[src/rtl/our_axi_slave_param.sv]
// AXI4 slave that bridges one burst at a time onto a single-port synchronous
// memory whose read data returns one cycle after the request.
module our_axi_slave_param #(
   parameter int DATA_W = 128,
   parameter int ADDR_W = 40,
   parameter int ID_W   = 8,
   parameter int MEM_AW = 21
) (
   input  logic                pll_core_cpuclk,
   input  logic                pad_cpu_rst_b,
   // AW
   input  logic [ID_W-1:0]     awid_s0,
   input  logic [ADDR_W-1:0]   awaddr_s0,
   input  logic [7:0]          awlen_s0,
   input  logic [2:0]          awsize_s0,
   input  logic [1:0]          awburst_s0,
   input  logic [3:0]          awcache_s0,
   input  logic [2:0]          awprot_s0,
   input  logic                awvalid_s0,
   output logic                awready_s0,
   // W
   input  logic [DATA_W-1:0]   wdata_s0,
   input  logic [DATA_W/8-1:0] wstrb_s0,
   input  logic                wlast_s0,
   input  logic                wvalid_s0,
   output logic                wready_s0,
   // B
   output logic [ID_W-1:0]     bid_s0,
   output logic [1:0]          bresp_s0,
   output logic                bvalid_s0,
   input  logic                bready_s0,
   // AR
   input  logic [ID_W-1:0]     arid_s0,
   input  logic [ADDR_W-1:0]   araddr_s0,
   input  logic [7:0]          arlen_s0,
   input  logic [2:0]          arsize_s0,
   input  logic [1:0]          arburst_s0,
   input  logic [3:0]          arcache_s0,
   input  logic [2:0]          arprot_s0,
   input  logic                arvalid_s0,
   output logic                arready_s0,
   // R
   output logic [ID_W-1:0]     rid_s0,
   output logic [DATA_W-1:0]   rdata_s0,
   output logic [1:0]          rresp_s0,
   output logic                rlast_s0,
   output logic                rvalid_s0,
   input  logic                rready_s0,
   // memory
   output logic                mem_req_o,
   output logic                mem_we_o,
   output logic [MEM_AW-1:0]   mem_addr_o,
   output logic [DATA_W-1:0]   mem_wdata_o,
   output logic [DATA_W/8-1:0] mem_strb_o,
   input  logic [DATA_W-1:0]   mem_rdata_i
);

   localparam int STRB_W = DATA_W / 8;
   localparam int LSB    = $clog2(STRB_W);
   localparam logic [ADDR_W-1:0] ADDR_ONE  = {{(ADDR_W-1){1'b0}}, 1'b1};
   localparam logic [ADDR_W:0]   MEM_BYTES = {{ADDR_W{1'b0}}, 1'b1} << (MEM_AW + LSB);
   localparam logic [2:0] MAX_SIZE    = 3'(LSB);
   localparam logic [1:0] BURST_FIXED = 2'b00;
   localparam logic [1:0] BURST_WRAP  = 2'b10;
   localparam logic [1:0] RESP_OKAY   = 2'b00;
   localparam logic [1:0] RESP_SLVERR = 2'b10;

   typedef enum logic [1:0] {IDLE, READ, WRITE, WRITE_RESP} state_t;

   state_t              state_q, state_d;
   logic [ID_W-1:0]     id_q;
   logic [ADDR_W-1:0]   addr_q;
   logic [7:0]          len_q;
   logic [2:0]          size_q;
   logic [1:0]          burst_q;
   logic [7:0]          cnt_q;
   logic                rd_pri_q;
   logic                err_q;
   logic                pend_q;
   logic                hold_q;
   logic [DATA_W-1:0]   rdata_q;
   logic [1:0]          rresp_q;
   logic                rlast_q;

   logic                grant_rd, grant_wr;
   logic [ADDR_W-1:0]   step, incr_addr, wrap_bytes, wrap_mask, beat_next;
   logic                beat_err, last_beat;
   logic                rd_issue, rvalid_c, rlast_c, r_hs;
   logic [DATA_W-1:0]   rdata_c;
   logic [1:0]          rresp_c;
   logic [MEM_AW-1:0]   word_addr;

   // Cache/prot attributes and wlast play no part in this slave.
   logic unused_attr;
   assign unused_attr = ^{awcache_s0, awprot_s0, arcache_s0, arprot_s0, wlast_s0};

   // Grants are masked by reset so the ready outputs stay low while it is held.
   assign grant_rd = pad_cpu_rst_b && arvalid_s0 && (!awvalid_s0 || rd_pri_q);
   assign grant_wr = pad_cpu_rst_b && awvalid_s0 && (!arvalid_s0 || !rd_pri_q);

   always_comb begin
      step       = ADDR_ONE << size_q;
      incr_addr  = addr_q + step;
      wrap_bytes = ADDR_W'({1'b0, len_q} + 9'd1) << size_q;
      wrap_mask  = wrap_bytes - ADDR_ONE;
      case (burst_q)
         BURST_FIXED: beat_next = addr_q;
         BURST_WRAP:  beat_next = (addr_q & ~wrap_mask) | (incr_addr & wrap_mask);
         default:     beat_next = incr_addr;
      endcase
   end

   assign beat_err  = ({1'b0, addr_q} >= MEM_BYTES) || (size_q > MAX_SIZE) ||
                      ((burst_q == BURST_WRAP) && !(len_q inside {8'd1, 8'd3, 8'd7, 8'd15}));
   assign last_beat = (cnt_q == len_q);
   assign word_addr = MEM_AW'(addr_q >> LSB);

   // pend_q marks the cycle memory data is on mem_rdata_i; hold_q replays it while stalled.
   assign rd_issue = (state_q == READ) && !pend_q && !hold_q;
   assign rvalid_c = pend_q || hold_q;
   assign rdata_c  = hold_q ? rdata_q : (beat_err ? '0 : mem_rdata_i);
   assign rresp_c  = hold_q ? rresp_q : (beat_err ? RESP_SLVERR : RESP_OKAY);
   assign rlast_c  = hold_q ? rlast_q : (pend_q && last_beat);
   assign r_hs     = (state_q == READ) && rvalid_c && rready_s0;

   // NOTE: sequential state uses non-blocking (<=) so every flop samples pre-edge values.
   always_ff @(posedge pll_core_cpuclk or negedge pad_cpu_rst_b) begin
      if (!pad_cpu_rst_b) state_q <= IDLE;
      else                state_q <= state_d;
   end

   // NOTE: every output gets a default first so no path through the case infers a latch.
   always_comb begin
      state_d     = state_q;
      arready_s0  = 1'b0;
      awready_s0  = 1'b0;
      wready_s0   = 1'b0;
      bvalid_s0   = 1'b0;
      bid_s0      = '0;
      bresp_s0    = RESP_OKAY;
      rvalid_s0   = 1'b0;
      rid_s0      = '0;
      rdata_s0    = '0;
      rresp_s0    = RESP_OKAY;
      rlast_s0    = 1'b0;
      mem_req_o   = 1'b0;
      mem_we_o    = 1'b0;
      mem_addr_o  = '0;
      mem_wdata_o = '0;
      mem_strb_o  = '0;
      case (state_q)
         IDLE: begin
            arready_s0 = grant_rd;
            awready_s0 = grant_wr;
            if (grant_rd)      state_d = READ;
            else if (grant_wr) state_d = WRITE;
         end
         READ: begin
            rid_s0 = id_q;
            if (rvalid_c) begin
               rvalid_s0 = 1'b1;
               rdata_s0  = rdata_c;
               rresp_s0  = rresp_c;
               rlast_s0  = rlast_c;
            end
            if (rd_issue && !beat_err) begin
               mem_req_o  = 1'b1;
               mem_addr_o = word_addr;
            end
            if (r_hs && rlast_c) state_d = IDLE;
         end
         WRITE: begin
            wready_s0 = 1'b1;
            if (wvalid_s0 && !beat_err) begin
               mem_req_o   = 1'b1;
               mem_we_o    = 1'b1;
               mem_addr_o  = word_addr;
               mem_wdata_o = wdata_s0;
               mem_strb_o  = wstrb_s0;
            end
            if (wvalid_s0 && last_beat) state_d = WRITE_RESP;
         end
         WRITE_RESP: begin
            bvalid_s0 = 1'b1;
            bid_s0    = id_q;
            bresp_s0  = err_q ? RESP_SLVERR : RESP_OKAY;
            if (bready_s0) state_d = IDLE;
         end
         default: state_d = IDLE;
      endcase
   end

   always_ff @(posedge pll_core_cpuclk or negedge pad_cpu_rst_b) begin
      if (!pad_cpu_rst_b) begin
         id_q     <= '0;
         addr_q   <= '0;
         len_q    <= '0;
         size_q   <= '0;
         burst_q  <= '0;
         cnt_q    <= '0;
         rd_pri_q <= 1'b1;
         err_q    <= 1'b0;
         pend_q   <= 1'b0;
         hold_q   <= 1'b0;
         rdata_q  <= '0;
         rresp_q  <= '0;
         rlast_q  <= 1'b0;
      end else begin
         case (state_q)
            IDLE: begin
               pend_q <= 1'b0;
               hold_q <= 1'b0;
               if (grant_rd) begin
                  id_q     <= arid_s0;
                  addr_q   <= araddr_s0;
                  len_q    <= arlen_s0;
                  size_q   <= arsize_s0;
                  burst_q  <= arburst_s0;
                  rd_pri_q <= 1'b0;
               end else if (grant_wr) begin
                  id_q     <= awid_s0;
                  addr_q   <= awaddr_s0;
                  len_q    <= awlen_s0;
                  size_q   <= awsize_s0;
                  burst_q  <= awburst_s0;
                  rd_pri_q <= 1'b1;
               end
            end
            READ: begin
               pend_q <= rd_issue;
               if (pend_q && !rready_s0) begin
                  hold_q  <= 1'b1;
                  rdata_q <= rdata_c;
                  rresp_q <= rresp_c;
                  rlast_q <= rlast_c;
               end
               if (r_hs) begin
                  hold_q <= 1'b0;
                  addr_q <= beat_next;
                  cnt_q  <= rlast_c ? 8'd0 : cnt_q + 8'd1;
               end
            end
            WRITE: begin
               if (wvalid_s0) begin
                  err_q  <= err_q | beat_err;
                  addr_q <= beat_next;
                  cnt_q  <= last_beat ? 8'd0 : cnt_q + 8'd1;
               end
            end
            WRITE_RESP: begin
               if (bready_s0) err_q <= 1'b0;
            end
            default: ;
         endcase
      end
   end

endmodule

[config.mk]
export PLATFORM = sky130hd
export DESIGN_NAME = our_axi_slave_param
export DESIGN_NICKNAME = d
export VERILOG_FILES = /design/src/rtl/our_axi_slave_param.sv
export SDC_FILE = /design/constraint.sdc
export NUM_CORES = 1
export LEC_CHECK = 0
export ABC_AREA = 1
export BUFFER_PORTS_ARGS = -buffer_cell sky130_fd_sc_hd__buf_2
export CAP_MARGIN = 0
export CORE_AREA = 2 2 287 289
export DETAILED_ROUTE_END_ITERATION = 10
export DIE_AREA = 0 0 289 291
export SLEW_MARGIN = 40
export SYNTH_ARGS = -nofsm -noshare
export SYNTH_HDL_FRONTEND = slang
export SYNTH_SLANG_ARGS = --single-unit
[constraint.sdc]
create_clock -name pll_core_cpuclk -period 4.6 [get_ports pll_core_cpuclk]
set_clock_uncertainty 0.15 [all_clocks]
set_input_delay 0.46 -clock pll_core_cpuclk [delete_from_list [all_inputs] [get_ports pll_core_cpuclk]]
set_output_delay 0.46 -clock pll_core_cpuclk [all_outputs]
set_load 0.03 [all_outputs]
== After elaboration in Yosys (flattened, before gate mapping) ==
Index checks and enable logic that the tools add are counted.

* Equality and inequality tests: 16
* $mul: 0
* Magnitude comparators: 2
* $add $sub $neg: 4
* Muxes and demuxes: 66
* Divide/modulo/power cells: 0
* Shift operators: 2
* Reductions and logical operators: 43
* Bitwise operators: 5

{| class="wikitable"
|+ Operators with widths
! cell !! number
|-
| 2-to-1 mux 128 bit || 6
|-
| 2-to-1 mux 40 bit || 4
|-
| case mux 40 bit (3 select lines) || 1
|-
| bitwise AND 40 bit || 2
|-
| 2-to-1 mux 8 bit || 10
|-
| case mux 40 bit (2 select lines) || 1
|-
| 2-to-1 mux 21 bit || 2
|-
| case mux 21 bit (2 select lines) || 1
|-
| adder 40 bit || 1
|-
| >= comparator 40 x 26 -> 1 bit, second input constant || 1
|-
| NOT 40 bit || 1
|-
| bitwise OR 40 bit || 1
|-
| << shifter 1 x 3 -> 40 bit, first input constant || 1
|-
| << shifter 9 x 3 -> 40 bit || 1
|-
| subtractor 40 x 1 -> 40 bit, second input constant || 1
|-
| 2-to-1 mux 16 bit || 2
|-
| 2-to-1 mux 2 bit || 13
|-
| 2-to-1 mux 1 bit || 18
|-
| case mux 8 bit (2 select lines) || 1
|-
| logical AND 1 bit || 15
|-
| adder 8 x 1 -> 9 bit, second input constant || 1
|-
| adder 8 x 1 -> 8 bit, second input constant || 1
|-
| == test 8 x 1 -> 1 bit, second input constant || 1
|-
| == test 8 x 2 -> 1 bit, second input constant || 1
|-
| 23 further kinds || 51
|}

* ROM bits: 0
* Bits in writable memories: 0
* Latch bits: 0
* Memories kept: 0
* Input bits: 416
* Bits in registers: 206
* Output and inout bits: 321
* Word-level logic and storage cells: 152

== Depth between registers and ports, before layout ==
* Word-level depth: 9
* Gate-level depth with buffers: 23
* Mapped depth without buffers: 22

== Least setup slack after synthesis ==
Ideal clock, no wire load.

* Path type: reg-to-output
* Start: reg size_q[1]
* End: out mem_addr_o[0]
* Cell stages (with the launch flop): 11
* Setup slack: 1.202 ns
* Arrival time: 2.788 ns
* Cells stage by stage: dfrtp_1 -> buf_2 -> buf_1 -> nor2_1 -> o211ai_1 -> nor3_1 -> nand2_1 -> a211oi_1 -> inv_1 -> clkbuf_1 -> nor2_1

* Longest elaborated chain between the ends: 7
* Elaborated cells between the ends (all ways): 9
* Those cells by class: order compare: 1; mux: 3; reduce/logical: 5

{| class="wikitable"
|+ RTL lines
! item !! line !! source
|-
| start: declaration || 74 || <nowiki>logic [2:0] size_q;</nowiki>
|-
| start signal: assignment || 217 || <nowiki>size_q <= arsize_s0;</nowiki>
|-
| start signal: assignment || 224 || <nowiki>size_q <= awsize_s0;</nowiki>
|-
| greater-than comparator 3 bit (*) || 113 || <nowiki>assign beat_err = ({1'b0, addr_q} >= MEM_BYTES) || (size_q > MAX_SIZE) ||</nowiki>
|-
| logical OR 1 bit (*) (2 in a row) || 113 ||
|-
| zero test 1 bit (*) || 166, 174 ||
|-
| logical AND 1 bit (on tied branches) || 174, 166 ||
|-
| 2-to-1 mux 21 bit (on tied branches) || 174, 166 ||
|-
| case mux 21 bit (2 select lines) (*) || 151 || <nowiki>case (state_q)</nowiki>
|-
| end: declaration || 52 || <nowiki>output logic [MEM_AW-1:0] mem_addr_o,</nowiki>
|}

Every way passes the cells marked *; elsewhere a longest branch is shown, timed or not.

== Worst setup path in the final report ==
* Start: reg len_q[0]
* End: out rdata_s0[46]

* Longest elaborated chain between the ends: 9
* Elaborated cells between the ends (all ways): 12
* Those cells by class: eq/ne: 4; mux: 4; reduce/logical: 4

{| class="wikitable"
|+ RTL lines
! item !! line !! source
|-
| start: declaration || 73 || <nowiki>logic [7:0] len_q;</nowiki>
|-
| start signal: assignment || 216 || <nowiki>len_q <= arlen_s0;</nowiki>
|-
| start signal: assignment || 223 || <nowiki>len_q <= awlen_s0;</nowiki>
|-
| == test 8 x 1 -> 1 bit (tied with other cells) || 114 || <nowiki>((burst_q == BURST_WRAP) && !(len_q inside {8'd1, 8'd3, 8'd7, 8'd15}));</nowiki>
|-
| nonzero test 4 bit (*) || 114 ||
|-
| zero test 1 bit (*) || 114 ||
|-
| logical AND 1 bit (*) || 114 ||
|-
| logical OR 1 bit (*) || 113 ||
|-
| 2-to-1 mux 128 bit (*) (2 in a row) || 121 || <nowiki>assign rdata_c = hold_q ? rdata_q : (beat_err ? '0 : mem_rdata_i);</nowiki>
|-
| 2-to-1 mux 128 bit (*) || 160 || <nowiki>if (rvalid_c) begin</nowiki>
|-
| 2-to-1 mux 128 bit (*) || 151 ||
|-
| end: declaration || 44 || <nowiki>output logic [DATA_W-1:0] rdata_s0,</nowiki>
|}

Marks and branches as above.

==> tab_implementation.tex <==
\begin{tabular}{lr}
\hline
Metric & Value \\
\hline
\multicolumn{2}{l}{\textbf{Placement}} \\
\quad Routability Congestion & 0.957 \\
\quad Port Buf Inserts & 720 \\
\quad DP Wirelength & 65500 um \\
\quad Total cell area at the placement stage & 0.0205 mm2 \\
\multicolumn{2}{l}{\textbf{Global routing}} \\
\quad Via count of the first global-routing pass & 17880 \\
\quad Global-route wire length before repair & 119000 um \\
\quad Total Routing Usage GR & 19.0\% \\
\quad Maximum number of pins on one net before global-route repair & 225 \\
\quad Overflow left after global routing & 0 \\
\quad Antenna violations before repair & 25 \\
\multicolumn{2}{l}{\textbf{Pwr}} \\
\quad Power share of the sequential group & 24.2\% \\
\quad Switch Pwr & 5550 uW \\
\quad Switching part of the total & 51.6\% \\
\quad Combinational power share & 54.7\% \\
\quad Power Density & 489 mW/mm2 \\
\quad Internal power consumption & 5210 uW \\
\quad Leakage power summed over all cells & 0.0116 uW \\
\quad Maximum ir drop on the vdd rail & 0.414 mV \\
\quad Clock share of power & 21.1\% \\
\multicolumn{2}{l}{\textbf{Finish}} \\
\quad Area growth from synthesis to layout & 38.9\% \\
\quad Layout Cell Area excl Fill & 0.0220 mm2 \\
\quad Share of cells above drive strength 1 & 26.9\% \\
\quad Area of combinational cells with multiple inputs & 0.00869 mm2 \\
\quad Total area of sequential cells & 0.00516 mm2 \\
\quad Fillcell total & 9188 \\
\quad Number of nets at the end of the flow & 3661 \\
\multicolumn{2}{l}{\textbf{Detailed routing}} \\
\quad Routed WL per cell & 19.4 um \\
\quad Starting DRC count in detailed routing & 1372 \\
\quad DRC violation count after routing & 0 \\
\quad Routed via count & 19273 \\
\quad DRT Pass-1 Iters & 5 \\
\quad Final routed wirelength across all metal layers & 83800 um \\
\quad Number of antenna-violating nets in the routed design & 0 \\
\quad Via/cell ratio & 4.46 \\
\multicolumn{2}{l}{\textbf{Floorplan}} \\
\quad Horizontal die dimension & 289 um \\
\quad Die ar. & 0.0841 mm2 \\
\quad Initial Utilization & 19.5\% \\
\quad Ports placed on the boundary & 737 \\
\quad Placement Rows & 105 \\
\quad Core Box Area & 0.0812 mm2 \\
\quad Die height & 291 um \\
\multicolumn{2}{l}{\textbf{Clock network}} \\
\quad Buffer count from post-CTS setup fixing & 0 \\
\quad H-tree depth reported by CTS & 1 \\
\quad Clock net sink count & 206 \\
\quad TritonCTS clock tree & yes \\
\quad CTS Buf Count & 27 \\
\quad Quantity of gates resized following cts & 0 \\
\quad Register clock-pin slew on the reported worst setup and hold paths & 0.06 ns \\
\quad Cell at the root of the clock tree & sky130\_fd\_sc\_hd\_\_clkbuf\_16 \\
\quad Clock latency on the worst-skew pair & 0.59 ns \\
\quad Number of buffers on the longest clock path & 3 \\
\multicolumn{2}{l}{\textbf{STA}} \\
\quad Headroom to the max-slew limit & 51.1\% \\
\quad Ratio of final minimum period to clock period & 91.8\% \\
\quad Unrepaired setup endpoints after global routing & no \\
\quad Count of final setup violators & 0 \\
\quad Worst slew pin tran & 0.728 ns \\
\quad Max-slew violations & 0 \\
\quad Min Tclk post-route & 4.22 ns \\
\quad Final number of hold-violating endpoints & 0 \\
\quad Sum of negative setup slack & 0 ns \\
\quad F\_max & 237 MHz \\
\multicolumn{2}{l}{\textbf{Yosys}} \\
\quad Largest cells by area after synthesis & sky130\_fd\_sc\_hd\_\_dfrtp\_1 (32\%), sky130\_fd\_sc\_hd\_\_nand2\_1 (12\%), sky130\_fd\_sc\_hd\_\_o21ai\_0 (11\%), sky130\_fd\_sc\_hd\_\_nor2\_1 (9.1\%), sky130\_fd\_sc\_hd\_\_inv\_1 (8.0\%) \\
\quad EDFF count, synth & 0 \\
\quad Area share of the leading cell type in the synthesized netlist & 32.3\% \\
\quad Synth Cell Area & 0.0159 mm2 \\
\quad Most used standard cell by instance count after synthesis & sky130\_fd\_sc\_hd\_\_nand2\_1 \\
\quad Number of warnings reported in the yosys synthesis log & 0 \\
\quad Sequential-to-total area share from yosys stat & 32.5\% \\
\quad Cell taking the most area after synthesis & sky130\_fd\_sc\_hd\_\_dfrtp\_1 \\
\quad Net Count, Synth & 2985 \\
\quad Top post-synthesis cells by count & sky130\_fd\_sc\_hd\_\_nand2\_1 (525), sky130\_fd\_sc\_hd\_\_nor2\_1 (386), sky130\_fd\_sc\_hd\_\_o21ai\_0 (357) \\
\quad Async set-or-reset flop fraction in the synthesized netlist & 100\% \\
\quad Synth cell types & 52 \\
\quad Post-synthesis average cell area & 6.22 um2 \\
\quad Primary flip-flop cell chosen by synthesis mapping & sky130\_fd\_sc\_hd\_\_dfrtp\_1 \\
\quad Number of instances in the synthesized netlist & 2550 \\
\quad Number of synthesized register bits & 206 \\
\multicolumn{2}{l}{\textbf{Worst setup path}} \\
\quad Required time reported for the critical path endpoint & 3.99 ns \\
\quad Path type of the worst setup path & reg2out \\
\quad Worst Path Max Fanout & 34 \\
\quad Worst path cell trace & ha\_1 > nand2\_4 > inv\_1 > a31oi\_1 > o21ai\_0 > nand2\_4 > inv\_2 > buf\_12 > nand3\_1 > a21oi\_1 > buf\_2 \\
\quad Critical path's slowest cell & sky130\_fd\_sc\_hd\_\_dfrtp\_1 \\
\quad Number of buffers and inverters on the critical path & 4 \\
\quad Stage delay of the slowest cell on the critical path & 0.55 ns \\
\quad Library cell appearing most often on the critical path & sky130\_fd\_sc\_hd\_\_nand2\_4 \\
\quad Crit path capture type & output pin \\
\quad Critical path's top delay family & buffers and inverters \\
\quad Arrival time at the worst endpoint & 3.61 ns \\
\quad Startpoint type of the worst setup path & register \\
\multicolumn{2}{l}{\textbf{Min path}} \\
\quad Worst min path class & in2reg \\
\multicolumn{2}{l}{\textbf{Flow run}} \\
\quad Max-cap violations & 0 \\
\multicolumn{2}{l}{\textbf{Status}} \\
\quad Result of the run & finished clean \\
\hline
\end{tabular}
power by group through the flow:
stage	Sequential, uW	Clock [uW]	Combinational, uW
after floorplan	2390	0	4230
after global placement	2620	0	5780
after detailed placement	2630	0	5810
after CTS	2600	2350	5870
after global routing	2660	2410	6600
final	2600	2270	5890
per-layer routing:
layer / routed length (um) / vias up / GRT usage, %
li1: - / 9450 / -
met1: 37200 / 8855 / 26.3
met2: 35000 / 829 / 28.2
met3: 9260 / 123 / 6.21
met4: 2340 / 16 / 4.84
met5: 97 / - / 0
stage by stage:
| stage | util (%) | hold WS, ns | setup WS, ns | power, uW | cells |
|---|---|---|---|---|---|
| global route | 27.1 | 0.0186 | 0.178 | 11700 | 4316 |
| CTS | 27.0 | 0.000590 | 0.265 | 10800 | 4314 |
| finish | 27.1 | 0.0330 | 0.378 | 10800 | 4321 |
| detailed placement | 25.3 | 0.166 | 0.678 | 8440 | 4213 |
| global placement | 25.3 | 0.167 | 0.711 | 8400 | 4213 |
| floorplan | - | 0.0144 | 1.20 | 6620 | 2550 |
layout make-up:
| type | instances | area share (%) |
|---|---|---|
| Clock inverter | 9 | 0.562 |
| Sequential cell | 206 | 23.4 |
| Clock buffer | 40 | 3.61 |
| Antenna cell | 5 | 0.0568 |
| Inverter | 356 | 6.13 |
| Multi-Input combinational cell | 1824 | 39.4 |
| Timing Repair Buffer | 811 | 20.7 |
| Tap cell | 1070 | 6.08 |
cell families after synthesis:
logic type                 after synthesis  share of synthesized area, %
xor gates and xnor gates                31                          1.71
adders and majority gates               19                          1.55
muxes                                   23                          1.47
buffers and inverters                  520                          12.8
and+or+nand+nor                       1171                          31.1
AOI/OAI and AO/OA                      579                          18.8
DFF                                    206                          32.5
other                                    1                        0.0236
worst reg2reg max path, stage by stage, from the launching register on:
cell and delay [ns]:
sky130_fd_sc_hd__dfrtp_1 0.55, sky130_fd_sc_hd__nor2_1 0.41, sky130_fd_sc_hd__inv_1 0.10, sky130_fd_sc_hd__nor2_1 0.15
sky130_fd_sc_hd__ha_1 0.19, sky130_fd_sc_hd__inv_1 0.05, sky130_fd_sc_hd__fa_1 0.39, sky130_fd_sc_hd__inv_1 0.11
sky130_fd_sc_hd__nand2_1 0.07, sky130_fd_sc_hd__o21ai_1 0.19, sky130_fd_sc_hd__a21oi_1 0.19, sky130_fd_sc_hd__nor2_1 0.18
sky130_fd_sc_hd__nand2_1 0.09, sky130_fd_sc_hd__nor2_1 0.42, sky130_fd_sc_hd__nand2_1 0.15, sky130_fd_sc_hd__nand2_1 0.09
sky130_fd_sc_hd__nand2_1 0.04, sky130_fd_sc_hd__nor2_1 0.10, sky130_fd_sc_hd__nand2_1 0.06, sky130_fd_sc_hd__o21ai_1 0.09
sky130_fd_sc_hd__nand2_1 0.06, sky130_fd_sc_hd__o21ai_1 0.07
path summary, 6_finish.rpt:
kind | cells past startpoint | endpoint | from | slack (ns)
worst max-delay path | 11 | rdata_s0[46] | len_q[0]$_DFFE_PN0P_ | 0.38
worst min-delay path | 3 | rdata_q[32]$_DFFE_PN0P_ | mem_rdata_i[32] | 0.03
worst max register to register | 21 | register | size_q[0]$_DFFE_PN0P_ | 0.63
worst min register to register | 2 | rresp_q[0]$_DFFE_PN0P_ | rresp_q[0]$_DFFE_PN0P_ | 0.34
max in group asynchronous | 4 | rdata_q[73]$_DFFE_PN0P_ | pad_cpu_rst_b | 2.76
min in group asynchronous | 2 | len_q[3]$_DFFE_PN0P_ | pad_cpu_rst_b | 0.20
repair_timing:
action	4_1_cts	5_1_grt
endpoints found under the hold margin	60	0
hold buffers	52	0
endpoints found under the setup margin	0	0
layout by cell type, fill, tap and decap left out, types with 18 or more instances in the layout:
master,instances
sky130_fd_sc_hd__nand3_1,162
sky130_fd_sc_hd__o21ai_1,29
sky130_fd_sc_hd__inv_1,338
sky130_fd_sc_hd__dlygate4sd3_1,52
sky130_fd_sc_hd__buf_4,29
sky130_fd_sc_hd__o21ai_0,357
sky130_fd_sc_hd__ha_1,18
sky130_fd_sc_hd__buf_2,719
sky130_fd_sc_hd__dfrtp_1,204
sky130_fd_sc_hd__mux2i_1,21
sky130_fd_sc_hd__a21oi_1,164
sky130_fd_sc_hd__nor3_1,29
sky130_fd_sc_hd__nor2_1,385
sky130_fd_sc_hd__xor2_1,27
sky130_fd_sc_hd__nand2_1,524
sky130_fd_sc_hd__clkbuf_16,27
No activity file was read; power rests on OpenSTA's default activity.
